<file path="config.mk">
export PLATFORM = sky130hd
export DESIGN_NAME = pc_fetch
export DESIGN_NICKNAME = d
export VERILOG_FILES = /design/src/rtl/pc_fetch_pkg.sv /design/src/rtl/pc_fetch_fifo.sv /design/src/rtl/pc_fetch.sv
export SDC_FILE = /design/constraint.sdc
export NUM_CORES = 1
export LEC_CHECK = 0
export CAP_MARGIN = 10
export CORE_MARGIN = 1
export CORE_UTILIZATION = 55
export DETAILED_ROUTE_END_ITERATION = 12
export PLACE_DENSITY = 0.82
export SYNTH_ARGS = -nofsm -noshare
export SYNTH_HDL_FRONTEND = slang
export SYNTH_HIERARCHICAL = 1
export SYNTH_SLANG_ARGS = --single-unit
</file>
<file path="constraint.sdc">
create_clock -name clk -period 9.7 [get_ports clk]
set_input_delay 1.455 -clock clk [delete_from_list [all_inputs] [get_ports clk]]
set_output_delay 1.455 -clock clk [all_outputs]
set_load 0.1 [all_outputs]
</file>
<file path="src/rtl/pc_fetch_pkg.sv">
// Shared definitions for the pipelined fetch stage.
// Width defaults, reset vector, counter widths and FSM states.
package pc_fetch_pkg;

   localparam int unsigned ADDR_W_DEF = 32;
   localparam int unsigned INST_W_DEF = 32;
   localparam logic [31:0] RESET_VEC_DEF = 32'hbfc00000;

   localparam int unsigned CNT_W  = 3;
   localparam int unsigned DROP_W = 8;

   typedef enum logic {
      OFF = 1'b0,
      RUN = 1'b1
   } state_e;

endpackage

</file>
<file path="src/rtl/pc_fetch_fifo.sv">
// Small synchronous FIFO with clear and occupancy count.
// Used for both the request address tags and buffered responses.
import pc_fetch_pkg::*;

module fetch_fifo #(
   parameter int unsigned W     = 32,
   parameter int unsigned DEPTH = 2
) (
   input  logic             clk,
   input  logic             rst,
   input  logic             clr_i,
   input  logic             push_i,
   input  logic [W-1:0]     wdata_i,
   input  logic             pop_i,
   output logic [W-1:0]     rdata_o,
   output logic [CNT_W-1:0] cnt_o
);

   localparam int unsigned AW = (DEPTH > 1) ? $clog2(DEPTH) : 1;

   logic [W-1:0]     mem_q [DEPTH];
   logic [AW-1:0]    rd_q, wr_q;
   logic [CNT_W-1:0] cnt_q;
   logic             full, empty, do_push, do_pop;

   function automatic logic [AW-1:0] inc(input logic [AW-1:0] p);
      return (p == AW'(DEPTH - 1)) ? '0 : p + 1'b1;
   endfunction

   assign full    = (cnt_q == CNT_W'(DEPTH));
   assign empty   = (cnt_q == '0);
   assign do_pop  = pop_i & ~empty;
   // a full FIFO may still accept a write in the cycle its head leaves
   assign do_push = push_i & (~full | do_pop);

   always_ff @(posedge clk or posedge rst) begin
      if (rst) begin
         rd_q  <= '0;
         wr_q  <= '0;
         cnt_q <= '0;
      end else if (clr_i) begin
         rd_q  <= '0;
         wr_q  <= '0;
         cnt_q <= '0;
      end else begin
         if (do_push) wr_q <= inc(wr_q);
         if (do_pop)  rd_q <= inc(rd_q);
         cnt_q <= cnt_q + CNT_W'(do_push) - CNT_W'(do_pop);
      end
   end

   always_ff @(posedge clk) begin
      if (do_push && !clr_i) mem_q[wr_q] <= wdata_i;
   end

   assign rdata_o = mem_q[rd_q];
   assign cnt_o   = cnt_q;

   a_no_overflow: assert property (@(posedge clk) disable iff (rst)
      !(push_i && !clr_i && full && !do_pop));

endmodule

</file>
<file path="src/rtl/pc_fetch.sv">
// Fetch PC generator with pipelined imem handshake, redirect
// handling, dropped-response tracking and a decode-side buffer.
import pc_fetch_pkg::*;

module pc_fetch #(
   parameter int unsigned       ADDR_W    = ADDR_W_DEF,
   parameter logic [ADDR_W-1:0] RESET_VEC = ADDR_W'(RESET_VEC_DEF),
   parameter int unsigned       STRIDE    = 4,
   parameter int unsigned       MAX_OUTST = 2,
   parameter int unsigned       INST_W    = INST_W_DEF
) (
   input  logic              clk,
   input  logic              rst,
   input  logic              stall,
   input  logic              flush,
   input  logic [ADDR_W-1:0] flush_addr,
   input  logic              branch,
   input  logic [ADDR_W-1:0] b_addr,
   output logic              imem_req,
   output logic [ADDR_W-1:0] imem_addr,
   input  logic              imem_gnt,
   input  logic              imem_rvalid,
   input  logic [INST_W-1:0] imem_rdata,
   output logic              ce,
   output logic              inst_valid,
   output logic [INST_W-1:0] inst,
   output logic [ADDR_W-1:0] inst_pc
);

   state_e              state_q, state_d;
   logic [ADDR_W-1:0]   pc_q, pc_d;
   logic [CNT_W-1:0]    out_cnt_q, out_cnt_d;
   logic [DROP_W-1:0]   drop_q, drop_d;
   logic                iv_q, iv_d;
   logic [INST_W-1:0]   inst_q, inst_d;
   logic [ADDR_W-1:0]   ipc_q, ipc_d;

   logic                run, redirect, credit, fire, take;
   logic                d_push, d_pop, d_nempty;
   logic [ADDR_W-1:0]   tag_head;
   logic [CNT_W-1:0]    tag_cnt, d_cnt;
   logic [ADDR_W+INST_W-1:0] d_head;

   assign run      = (state_q == RUN);
   assign redirect = flush | (branch & ~stall);
   assign credit   = ({1'b0, out_cnt_q} + {1'b0, d_cnt})
                     < (CNT_W + 1)'(MAX_OUTST);
   assign imem_req  = run & ~stall & credit & ~redirect;
   assign imem_addr = pc_q;
   assign fire      = imem_req & imem_gnt;
   // killed responses drain first; a response racing a redirect dies too
   assign take      = imem_rvalid & (drop_q == '0) & ~redirect;
   assign d_nempty  = (d_cnt != '0);
   assign d_pop     = ~stall & ~redirect & d_nempty;
   assign d_push    = take & (stall | d_nempty);

   fetch_fifo #(.W(ADDR_W), .DEPTH(MAX_OUTST)) u_tag (
      .clk     (clk),
      .rst     (rst),
      .clr_i   (redirect),
      .push_i  (fire),
      .wdata_i (pc_q),
      .pop_i   (take),
      .rdata_o (tag_head),
      .cnt_o   (tag_cnt)
   );

   fetch_fifo #(.W(ADDR_W + INST_W), .DEPTH(MAX_OUTST)) u_data (
      .clk     (clk),
      .rst     (rst),
      .clr_i   (redirect),
      .push_i  (d_push),
      .wdata_i ({tag_head, imem_rdata}),
      .pop_i   (d_pop),
      .rdata_o (d_head),
      .cnt_o   (d_cnt)
   );

   always_comb begin
      state_d = state_q;
      unique case (state_q)
         OFF:     state_d = RUN;
         RUN:     state_d = RUN;
         default: state_d = OFF;
      endcase
   end

   assign ce = run;

   always_comb begin
      pc_d      = pc_q;
      out_cnt_d = out_cnt_q;
      drop_d    = drop_q;
      iv_d      = iv_q;
      inst_d    = inst_q;
      ipc_d     = ipc_q;
      if (redirect) begin
         pc_d      = flush ? flush_addr : b_addr;
         out_cnt_d = '0;
         drop_d    = drop_q + DROP_W'(out_cnt_q)
                     - DROP_W'(imem_rvalid);
         iv_d      = 1'b0;
      end else begin
         if (fire) pc_d = pc_q + ADDR_W'(STRIDE);
         out_cnt_d = out_cnt_q + CNT_W'(fire) - CNT_W'(take);
         if (imem_rvalid && drop_q != '0) drop_d = drop_q - 1'b1;
         if (!stall) begin
            if (d_nempty) begin
               iv_d   = 1'b1;
               ipc_d  = d_head[ADDR_W+INST_W-1:INST_W];
               inst_d = d_head[INST_W-1:0];
            end else if (take) begin
               iv_d   = 1'b1;
               ipc_d  = tag_head;
               inst_d = imem_rdata;
            end else begin
               iv_d   = 1'b0;
            end
         end
      end
   end

   always_ff @(posedge clk or posedge rst) begin
      if (rst) begin
         state_q   <= OFF;
         pc_q      <= RESET_VEC;
         out_cnt_q <= '0;
         drop_q    <= '0;
         iv_q      <= 1'b0;
         inst_q    <= '0;
         ipc_q     <= '0;
      end else begin
         state_q   <= state_d;
         pc_q      <= pc_d;
         out_cnt_q <= out_cnt_d;
         drop_q    <= drop_d;
         iv_q      <= iv_d;
         inst_q    <= inst_d;
         ipc_q     <= ipc_d;
      end
   end

   assign inst_valid = iv_q;
   assign inst       = inst_q;
   assign inst_pc    = ipc_q;

   a_rvalid_legal: assert property (@(posedge clk) disable iff (rst)
      imem_rvalid |-> (out_cnt_q != '0 || drop_q != '0));

   a_tag_sync: assert property (@(posedge clk) disable iff (rst)
      tag_cnt == out_cnt_q);

endmodule

</file>
==> results by group, run 1 <==
Detailed routing
  • First DRT Iteration DRCs: around 660
  • Remaining routing DRC violations: 0
  • Detailed-router iteration count before antenna repair: 5
  • Routed length on met3: between 2 and 2.5 mm
  • Routed length per instance: between 15 and 20 microns
  • Post-Route M1 WL: around 13 mm
  • Via count normalized by instance count: 5.763
  • Overall routed net length: slightly above 30 mm
  • Detailed-routed wire length on met2: 14.85 mm
  • Number of nets with antenna violations after detailed routing: 0
  • Max Used Layer: met4
  • Total via count in the routed design: about 9100

Placement
  • Detail Placement HPWL: about 20 mm
  • Gp weighted congestion: between 0.8 and 0.9
  • Worst setup slack before clock tree synthesis: about 4.0 ns
  • Placed Area: between 15000 and 20000 sq um
  • Port-buffer cells: about 200

Synth
  • Mapped Cells: between 1000 and 1500
  • Simple logic cell fraction of the synthesized area: 8.238%
  • Adder and majority gate portion of the synthesized area: 2.881%
  • Number of enable flip-flop cells after synthesis: around 190
  • Share of flip-flops with an asynchronous set or reset after synthesis: between 30% and 40%
  • Synthesized net count: 1163
  • Parity-gate share of the synthesized area counting xor and xnor cells: between 1 and 1.5%
  • Summed instance area of the synthesized netlist: 13900 sq um
  • Cell with the most instances after synthesis: sky130_fd_sc_hd__edfxtp_1
  • List of most frequent post-synthesis cells: 192 x sky130_fd_sc_hd__edfxtp_1, 110 x sky130_fd_sc_hd__dfrtp_1, 98 x sky130_fd_sc_hd__mux2_2, 85 x sky130_fd_sc_hd__a21oi_1, 85 x sky130_fd_sc_hd__nor2_1
  • Biggest area consumer among synthesized cells: sky130_fd_sc_hd__edfxtp_1
  • Sequential cell area fraction in the yosys report: between 60% and 70%
  • Count of distinct cell types in the synthesized netlist: 53
  • Combinational family with the most area after synthesis: multiplexers
  • Fraction of synthesized cell area taken by the top area cell type: 41.49%
  • Synthesized flop and latch total: 311
  • Main area contributors after synthesis: sky130_fd_sc_hd__edfxtp_1 41%, sky130_fd_sc_hd__dfrtp_1 20%, sky130_fd_sc_hd__mux2_2 7.9%, sky130_fd_sc_hd__mux2i_1 6.1%, sky130_fd_sc_hd__a21oi_1 3.1%
  • Most used DFF post-synth: sky130_fd_sc_hd__edfxtp_1
  • Share of cell area taken by muxes after synthesis: between 10% and 20%
  • Fraction of the mapped netlist area in compound gates: 7.410%
  • Mean instance size in the synthesized netlist: between 10 and 15 sq um
  • Number of synthesis warnings: 6

Setup path
  • Critical Path AT: 4.28 ns
  • Required time of the worst setup path: a little over 8 ns
  • FF-to-FF path depth: 8
  • Startpoint of the worst-slack reg-to-reg timing path: u_data/cnt_o[1]$_DFF_PP0_
  • Kind of launch point of the worst setup path: input pin
  • Slack of the worst reg-to-reg path: 5.65 ns
  • Crit-path max FO: 8
  • Launching instance or port of the critical path: branch
  • Endpoint class of the critical path: primary output
  • Reg2Reg Capture Point: u_tag/mem_q[0][18]$_DFFE_PP_
  • Worst Setup Path Type: input pin to primary output

Timing
  • Minimum clock period after layout: about 5.7 ns
  • Worst slew margin: 21.44%
  • Final critical-path setup slack: 3.964 ns
  • Number of pins with negative max-slew slack in the final report: 0
  • Post-route clock skew: 0.01038 ns
  • Slew at the pin closest to its max-slew limit: between 1 and 1.5 ns
  • Final hold vios: 0
  • Final Setup Violations: 0
  • Worst Hold Slack: between 0.5 and 0.6 ns
  • Fmax: 0.1743 GHz
  • Post-Route Setup TNS: 0 ns
  • Unrepaired setup endpoints after global routing: false
  • Final clock period utilization by the worst path: 59.13%

Floorplan
  • Area of the core: roughly 25000 sq um
  • Initial Util: a little under three fifths
  • Number of standard-cell rows in the floorplan: 57
  • Horizontal die dimension: 161.0 microns
  • Die Height: 161.0 microns
  • Floorplan die area: about 26000 sq um
  • Number of placed I/O pins: slightly above 200

Clock tree
  • Clock tree from TritonCTS: done
  • Number of buffers created by CTS: 31
  • Postcts setup bufs: 0
  • Worst-case clock buffer depth: 3
  • Clock transition at the register clock pins on the worst setup and hold paths after CTS: roughly 0.06 ns
  • Insertion delay of the later-clocked pin in the worst-skew pair: approximately 0.57 ns
  • Cts hold-fix bufs: 0
  • Root Driver: sky130_fd_sc_hd__clkbuf_16
  • Number of clock sinks: ~310
  • Deepest level of the CTS H-tree: 1
  • Total of cells resized after clock tree synthesis: 0

Finish
  • Layout Utilization: 70.06%
  • Area added between synthesis and finish: 23.68%
  • Fin nets: ~1400
  • Area occupied by registers: a little under 9000 sq um
  • Number of filler cells placed in the layout: between 1500 and 2000
  • Multi-input combinational cell area: between 4000 and 5000 sq um
  • Fraction of final layout cells with drive strength greater than 1: ~15%
  • Final cell area excluding filler cells: approximately 17000 sq um
  • Antenna diodes: 0

Global routing
  • GRT Overall Usage: 23.99%
  • Wire length of the first global-routing pass: a little under 50 mm
  • Largest net degree at the start of global routing: 67
  • Via count of the first global-routing pass: between 9000 and 10000
  • Total global routing overflow: 0
  • Initial antenna violation count: 0

Pwr
  • Peak supply drop: 0.1543 mV
  • Ratio of total power to cell area: between 200 and 250 nW/um^2
  • Leakage component of the power: slightly below 7 nW

Min path
  • Path category of the worst min-delay check: flip-flop to flip-flop
  • Hold endpoint: inst_pc[27]$_DFFE_PP0P_
  • Hold Path Origin: inst_pc[27]$_DFFE_PP0P_
  • Worst Hold Path Cells: 2

Run status
  • Result of the run: complete, no violations

Flow run
  • Max capacitance violation total: 0
## critical path: stages
cell and delay, ns:
sky130_fd_sc_hd__clkdlybuf4s50_1 0.50, sky130_fd_sc_hd__or3_4 0.44, sky130_fd_sc_hd__or4b_4 0.59, sky130_fd_sc_hd__nor2b_1 0.14, sky130_fd_sc_hd__clkdlybuf4s50_1 1.16
## cell families after synthesis
kind of cell	Yosys count
buf+inv	94
flops	311
simple gates	225
xor+xnor	23
fa+ha+maj	29
other cells	1
mux	184
compound gates	164
## layout make-up
| type | count | share of cell area, % |
|---|---|---|
| sequential | 311 | 50.94 |
| multi-input combinational | 626 | 27.94 |
| timing repair buffer | 214 | 12.24 |
| clock buffer | 44 | 4.856 |
| tap | 324 | 2.359 |
| inverter | 42 | 0.9318 |
| clock inverter | 14 | 0.7280 |
## layer usage
layer,GRT usage (%),vias up
li1,-,4232
met1,32.14,4463
met2,40.38,338
met3,4.261,43
met4,6.561,0
met5,0,-
## metrics by stage
| stage | cells | power (mW) |
|---|---|---|
| 2_1_floorplan | 1031 | 2.234 |
| 3_3_place_gp | 1517 | 2.460 |
| 3_5_place_dp | 1517 | 2.478 |
| 4_1_cts | 1575 | 3.607 |
| 5_1_grt | 1575 | 3.736 |
| 6_report | 1575 | 3.589 |
## worst max-delay path by stage
stage / endpoint / slack (ns) / cells after the start
2_1_floorplan: u_data/mem_q[1][0]$_DFFE_PP_ / 1.39 / 8
3_3_place_gp: imem_req / 4.02 / 5
3_5_place_dp: imem_req / 3.99 / 5
4_1_cts: imem_req / 3.97 / 5
5_1_grt: imem_req / 3.89 / 5
6_report: imem_req / 3.96 / 5
## sequential cells by signal (all words and copies together) (netlist names), 3 cells and up
| signal | cells |
|---|---|
| out_cnt_q | 3 |
| inst | 32 |
| u_tag/mem_q | 64 |
| u_tag/cnt_o | 3 |
| drop_q | 8 |
| u_data/mem_q | 128 |
| imem_addr | 32 |
| inst_pc | 32 |
| u_data/cnt_o | 3 |
## power by group
part	switching (mW)	leakage, nW	internal (mW)	total [mW]
Clock	0.500	0.462	0.632	1.13
Sequential	0.0707	3.24	1.49	1.56
Combinational	0.622	3.07	0.279	0.901
Total	1.19	6.77	2.40	3.59
## layout by cell type (no fill, tap or decap), types with 3 or more instances in the layout
master / instances
sky130_fd_sc_hd__a211oi_1: 28
sky130_fd_sc_hd__a21oi_1: 83
sky130_fd_sc_hd__a31o_2: 3
sky130_fd_sc_hd__a31oi_1: 13
sky130_fd_sc_hd__and2_1: 4
sky130_fd_sc_hd__and3_1: 8
sky130_fd_sc_hd__and4_1: 7
sky130_fd_sc_hd__buf_4: 13
sky130_fd_sc_hd__clkbuf_1: 12
sky130_fd_sc_hd__clkbuf_16: 31
sky130_fd_sc_hd__clkdlybuf4s50_1: 200
sky130_fd_sc_hd__clkinv_1: 3
sky130_fd_sc_hd__clkinv_2: 4
sky130_fd_sc_hd__dfrtp_1: 109
sky130_fd_sc_hd__dfstp_2: 9
sky130_fd_sc_hd__edfxtp_1: 192
sky130_fd_sc_hd__fa_1: 5
sky130_fd_sc_hd__ha_1: 24
sky130_fd_sc_hd__inv_1: 39
sky130_fd_sc_hd__mux2_2: 98
sky130_fd_sc_hd__mux2i_1: 84
sky130_fd_sc_hd__nand2_1: 27
sky130_fd_sc_hd__nand3_1: 11
sky130_fd_sc_hd__nand4_1: 12
sky130_fd_sc_hd__nor2_1: 85
sky130_fd_sc_hd__nor2b_1: 26
sky130_fd_sc_hd__nor3_1: 15
sky130_fd_sc_hd__nor3_2: 3
sky130_fd_sc_hd__nor4_1: 6
sky130_fd_sc_hd__o21ai_0: 8
sky130_fd_sc_hd__o21ai_1: 5
sky130_fd_sc_hd__o31ai_1: 4
sky130_fd_sc_hd__or3_1: 5
sky130_fd_sc_hd__or4_1: 5
sky130_fd_sc_hd__xnor2_1: 20
sky130_fd_sc_hd__xor2_1: 3
(Power assumes the default switching activity.)
==> run 2: changes to the inputs <==
clock period = 5.8 ns   (was 9.7 ns; I/O delays follow)
==> run 2 against run 1 <==
Against the previous run: final cell count unchanged; critical endpoint is now u_data/mem_q[1][3]$_DFFE_PP_; non-clock buffer count unchanged; register-to-register slack worse by 3.6 ns; worst setup slack lost 2.1 ns; final area rose by 0.54%; sequential power grew 67%; global-route usage is 0.46 points lower; sequential share of layout area decreased by 0.27 points; clock skew up 0.0011 ns; via count fell by 0.50%; hold slack improved by 0.0032 ns; critical path depth grew 3.
==> results by group, run 2 (same netlist as run 1, synthesis figures left out) <==
Clock tree
  • Clock tree from TritonCTS: done
  • Clock transition at the register clock pins on the worst setup and hold paths after CTS: 0.06 ns (about the same)
  • Cts hold-fix bufs: 0 (unchanged)
  • Number of buffers created by CTS: 31 (unchanged)
  • Insertion delay of the later-clocked pin in the worst-skew pair: 0.54 ns (-0.03 ns)
  • Postcts setup bufs: 0 (unchanged)
  • Worst-case clock buffer depth: 3 (unchanged)
  • Number of clock sinks: 311 (unchanged)
  • Root Driver: sky130_fd_sc_hd__clkbuf_16
  • Total of cells resized after clock tree synthesis: 0 (unchanged)
  • Deepest level of the CTS H-tree: 1 (unchanged)

Setup path
  • Startpoint of the worst-slack reg-to-reg timing path: out_cnt_q[1]$_DFF_PP0_
  • Reg2Reg Capture Point: u_tag/mem_q[1][22]$_DFFE_PP_
  • Endpoint class of the critical path: flip-flop
  • FF-to-FF path depth: 8 (unchanged)
  • Critical Path AT: 4.07 ns (-0.21 ns)
  • Crit-path max FO: 64 (+56)
  • Required time of the worst setup path: 5.96 ns (-2.29 ns)
  • Kind of launch point of the worst setup path: input pin
  • Worst Setup Path Type: input pin to flip-flop
  • Slack of the worst reg-to-reg path: 2.01 ns (-3.64 ns)

Pwr
  • Switching portion of total power: 32.31% (-0.92 points)
  • Power share of the sequential group: 42.8% (-0.6 points)
  • Sw Pwr: 1.966 mW (+65%)
  • Leakage component of the power: 6.835 nW (+0.92%)
  • Clk pwr share: 32.3% (+0.8 points)
  • Peak supply drop: 0.3433 mV (+120%)
  • Ratio of total power to cell area: 352.1 nW/um^2 (+69%)
  • Power share of the combinational group: 24.9% (-0.2 points)
  • Total internal power: 4.119 mW (+72%)

Finish
  • Largest regs: u_data/mem_q: 128 flops, u_tag/mem_q: 64 flops
  • Antenna diodes: 0 (unchanged)
  • Number of filler cells placed in the layout: 1696 (-0.35%)
  • Fin nets: 1358 (unchanged)
  • Layout Cells excl Fill: 1575 (unchanged)
  • Number of flip-flops in the largest register: 128 (unchanged)
  • Area added between synthesis and finish: 24.34%
  • Most common cell after layout, fill and taps aside: sky130_fd_sc_hd__clkdlybuf4s50_1
  • Highest-count cells in the layout ignoring fill and taps: 199 x sky130_fd_sc_hd__clkdlybuf4s50_1, 192 x sky130_fd_sc_hd__edfxtp_1, 109 x sky130_fd_sc_hd__dfrtp_1
  • Fraction of final layout cells with drive strength greater than 1: 15.59% (+0.64 points)
  • Biggest register: u_data/mem_q

Timing
  • Final clock period utilization by the worst path: approximately 67%
  • Fmax: roughly 0.26 GHz
  • Worst slew margin: 29.32% (+7.9 points)
  • Final hold vios: 0 (unchanged)
  • Final Setup Violations: 0 (unchanged)
  • Unrepaired setup endpoints after global routing: false
  • Minimum clock period after layout: 3.910 ns
  • Slew at the pin closest to its max-slew limit: 1.057 ns (-0.1125 ns)
  • Number of pins with negative max-slew slack in the final report: 0 (unchanged)
  • Worst Hold Slack: 0.5264 ns (+0.003226 ns)
  • Post-route clock skew: 0.01152 ns (+0.001140 ns)
  • Final critical-path setup slack: 1.890 ns (-2.074 ns)
  • Post-Route Setup TNS: 0 ns (unchanged)

Global routing
  • GRT Overall Usage: 23.53% (-0.46 points)
  • Via count of the first global-routing pass: 9242 (+1.8%)
  • Met1 global-route usage: 32.36% (+0.22 points)
  • Initial antenna violation count: 0 (unchanged)
  • Most utilized layer in the global route result: met2
  • Largest net degree at the start of global routing: 129 (+93%)
  • Grt met3 use: 4.390% (+0.13 points)
  • Met2 Usage GRT: 38.42% (-2.0 points)
  • Total global routing overflow: 0 (unchanged)
  • Wire length of the first global-routing pass: 48.12 mm (-0.94%)

Detailed routing
  • Total via count in the routed design: 9031 (-0.50%)
  • Overall routed net length: 30.10 mm (-1.4%)
  • Detailed-router iteration count before antenna repair: 7 (+2)
  • Via count normalized by instance count: 5.734 (-0.50%)
  • Number of nets with antenna violations after detailed routing: 0 (unchanged)
  • Routed length per instance: 19.11 microns (-1.4%)
  • Remaining routing DRC violations: 0 (unchanged)
  • First DRT Iteration DRCs: 571 (-13%)

Placement
  • Worst setup slack before clock tree synthesis: 1.362 ns (-2.630 ns)
  • Port-buffer cells: 201 (unchanged)
  • Detail Placement HPWL: 19.76 mm (-0.71%)
  • Total placed cells including tap cells: 1517 (unchanged)
  • Gp weighted congestion: 0.8960 (+7.5%)

Floorplan
  • Die Height: 161.0 microns (unchanged)
  • Floorplan die area: 25910 sq um (unchanged)
  • Number of standard-cell rows in the floorplan: 57 (unchanged)
  • Area of the core: 24530 sq um (unchanged)
  • Number of placed I/O pins: 202 (unchanged)
  • Initial Util: 56.65% (unchanged)
  • Horizontal die dimension: 161.0 microns (unchanged)

Min path
  • Worst Hold Path Cells: 2 (unchanged)
  • Hold endpoint: inst_pc[31]$_DFFE_PP0P_
  • Path category of the worst min-delay check: flip-flop to flip-flop
  • Hold Path Origin: inst_pc[31]$_DFFE_PP0P_

Flow run
  • Max capacitance violation total: 0 (unchanged)

Run status
  • Result of the run: complete, no violations
run 2: cell count changes in the layout (fill, tap and decap cells not counted), sizes merged:
cell / delta
clkinvlp: -2
buf: +1
clkbuf: +5
clkdlybuf4s50: -1
inv: -2
clkinv: -1
run 2: final cells by class:
type | count | area [sq um] | area share [%]
inverters | 42 | 160.2 | 0.9268
multi-input cells | 626 | 4815 | 27.86
flip-flops and latches | 311 | 8756 | 50.67
well taps | 324 | 405.4 | 2.346
clock buffers | 49 | 953.4 | 5.517
repair buffers | 214 | 2115 | 12.24
clock inverters | 9 | 76.32 | 0.4417
run 2: worst max-delay path: stages:
cell and delay (ns):
sky130_fd_sc_hd__clkdlybuf4s50_1 0.53, sky130_fd_sc_hd__inv_1 0.11, sky130_fd_sc_hd__a21oi_4 0.16, sky130_fd_sc_hd__clkinv_1 0.58, sky130_fd_sc_hd__a211oi_1 0.56, sky130_fd_sc_hd__o41ai_4 0.24
sky130_fd_sc_hd__nor3b_4 0.22, sky130_fd_sc_hd__buf_4 0.72
run 2: power by group through the flow:
stage / Combinational, mW / Sequential (mW) / Clock (mW)
finish: 1.51 / 2.60 / 1.97
global route: 1.62 / 2.62 / 2.09
CTS: 1.52 / 2.60 / 2.00
detailed placement: 1.51 / 2.65 / 0
global placement: 1.49 / 2.64 / 0
floorplan: 0.505 / 3.23 / 0
run 2: stage by stage:
step / cell area (sq um) / util, % / power [mW]
6_report: 17280 / 70.44 / 6.085
5_1_grt: 17280 / 70.44 / 6.327
4_1_cts: 17280 / 70.44 / 6.122
3_5_place_dp: 16250 / 66.24 / 4.159
3_3_place_gp: 16250 / 66.24 / 4.127
2_1_floorplan: 13910 / - / 3.736
run 2: worst max-delay path by stage:
stage | from | end | slack, ns
after floorplan | flush | u_data/mem_q[1][0]$_DFFE_PP_ | 0.32
after CTS | stall | u_data/mem_q[1][6]$_DFFE_PP_ | 1.92
after global routing | u_data/cnt_o[1]$_DFF_PP0_ | u_tag/mem_q[1][14]$_DFFE_PP_ | 1.72
final | stall | u_data/mem_q[1][3]$_DFFE_PP_ | 1.89
after detailed placement | stall | u_data/mem_q[1][7]$_DFFE_PP_ | 1.36
after global placement | stall | u_data/mem_q[1][7]$_DFFE_PP_ | 1.45
run 2: per-layer routing:
layer | vias to the layer above | wire length (microns)
li1 | 4209 | -
met1 | 4407 | 12930
met2 | 368 | 14420
met3 | 47 | 2144
met4 | 0 | 606
met5 | - | 0
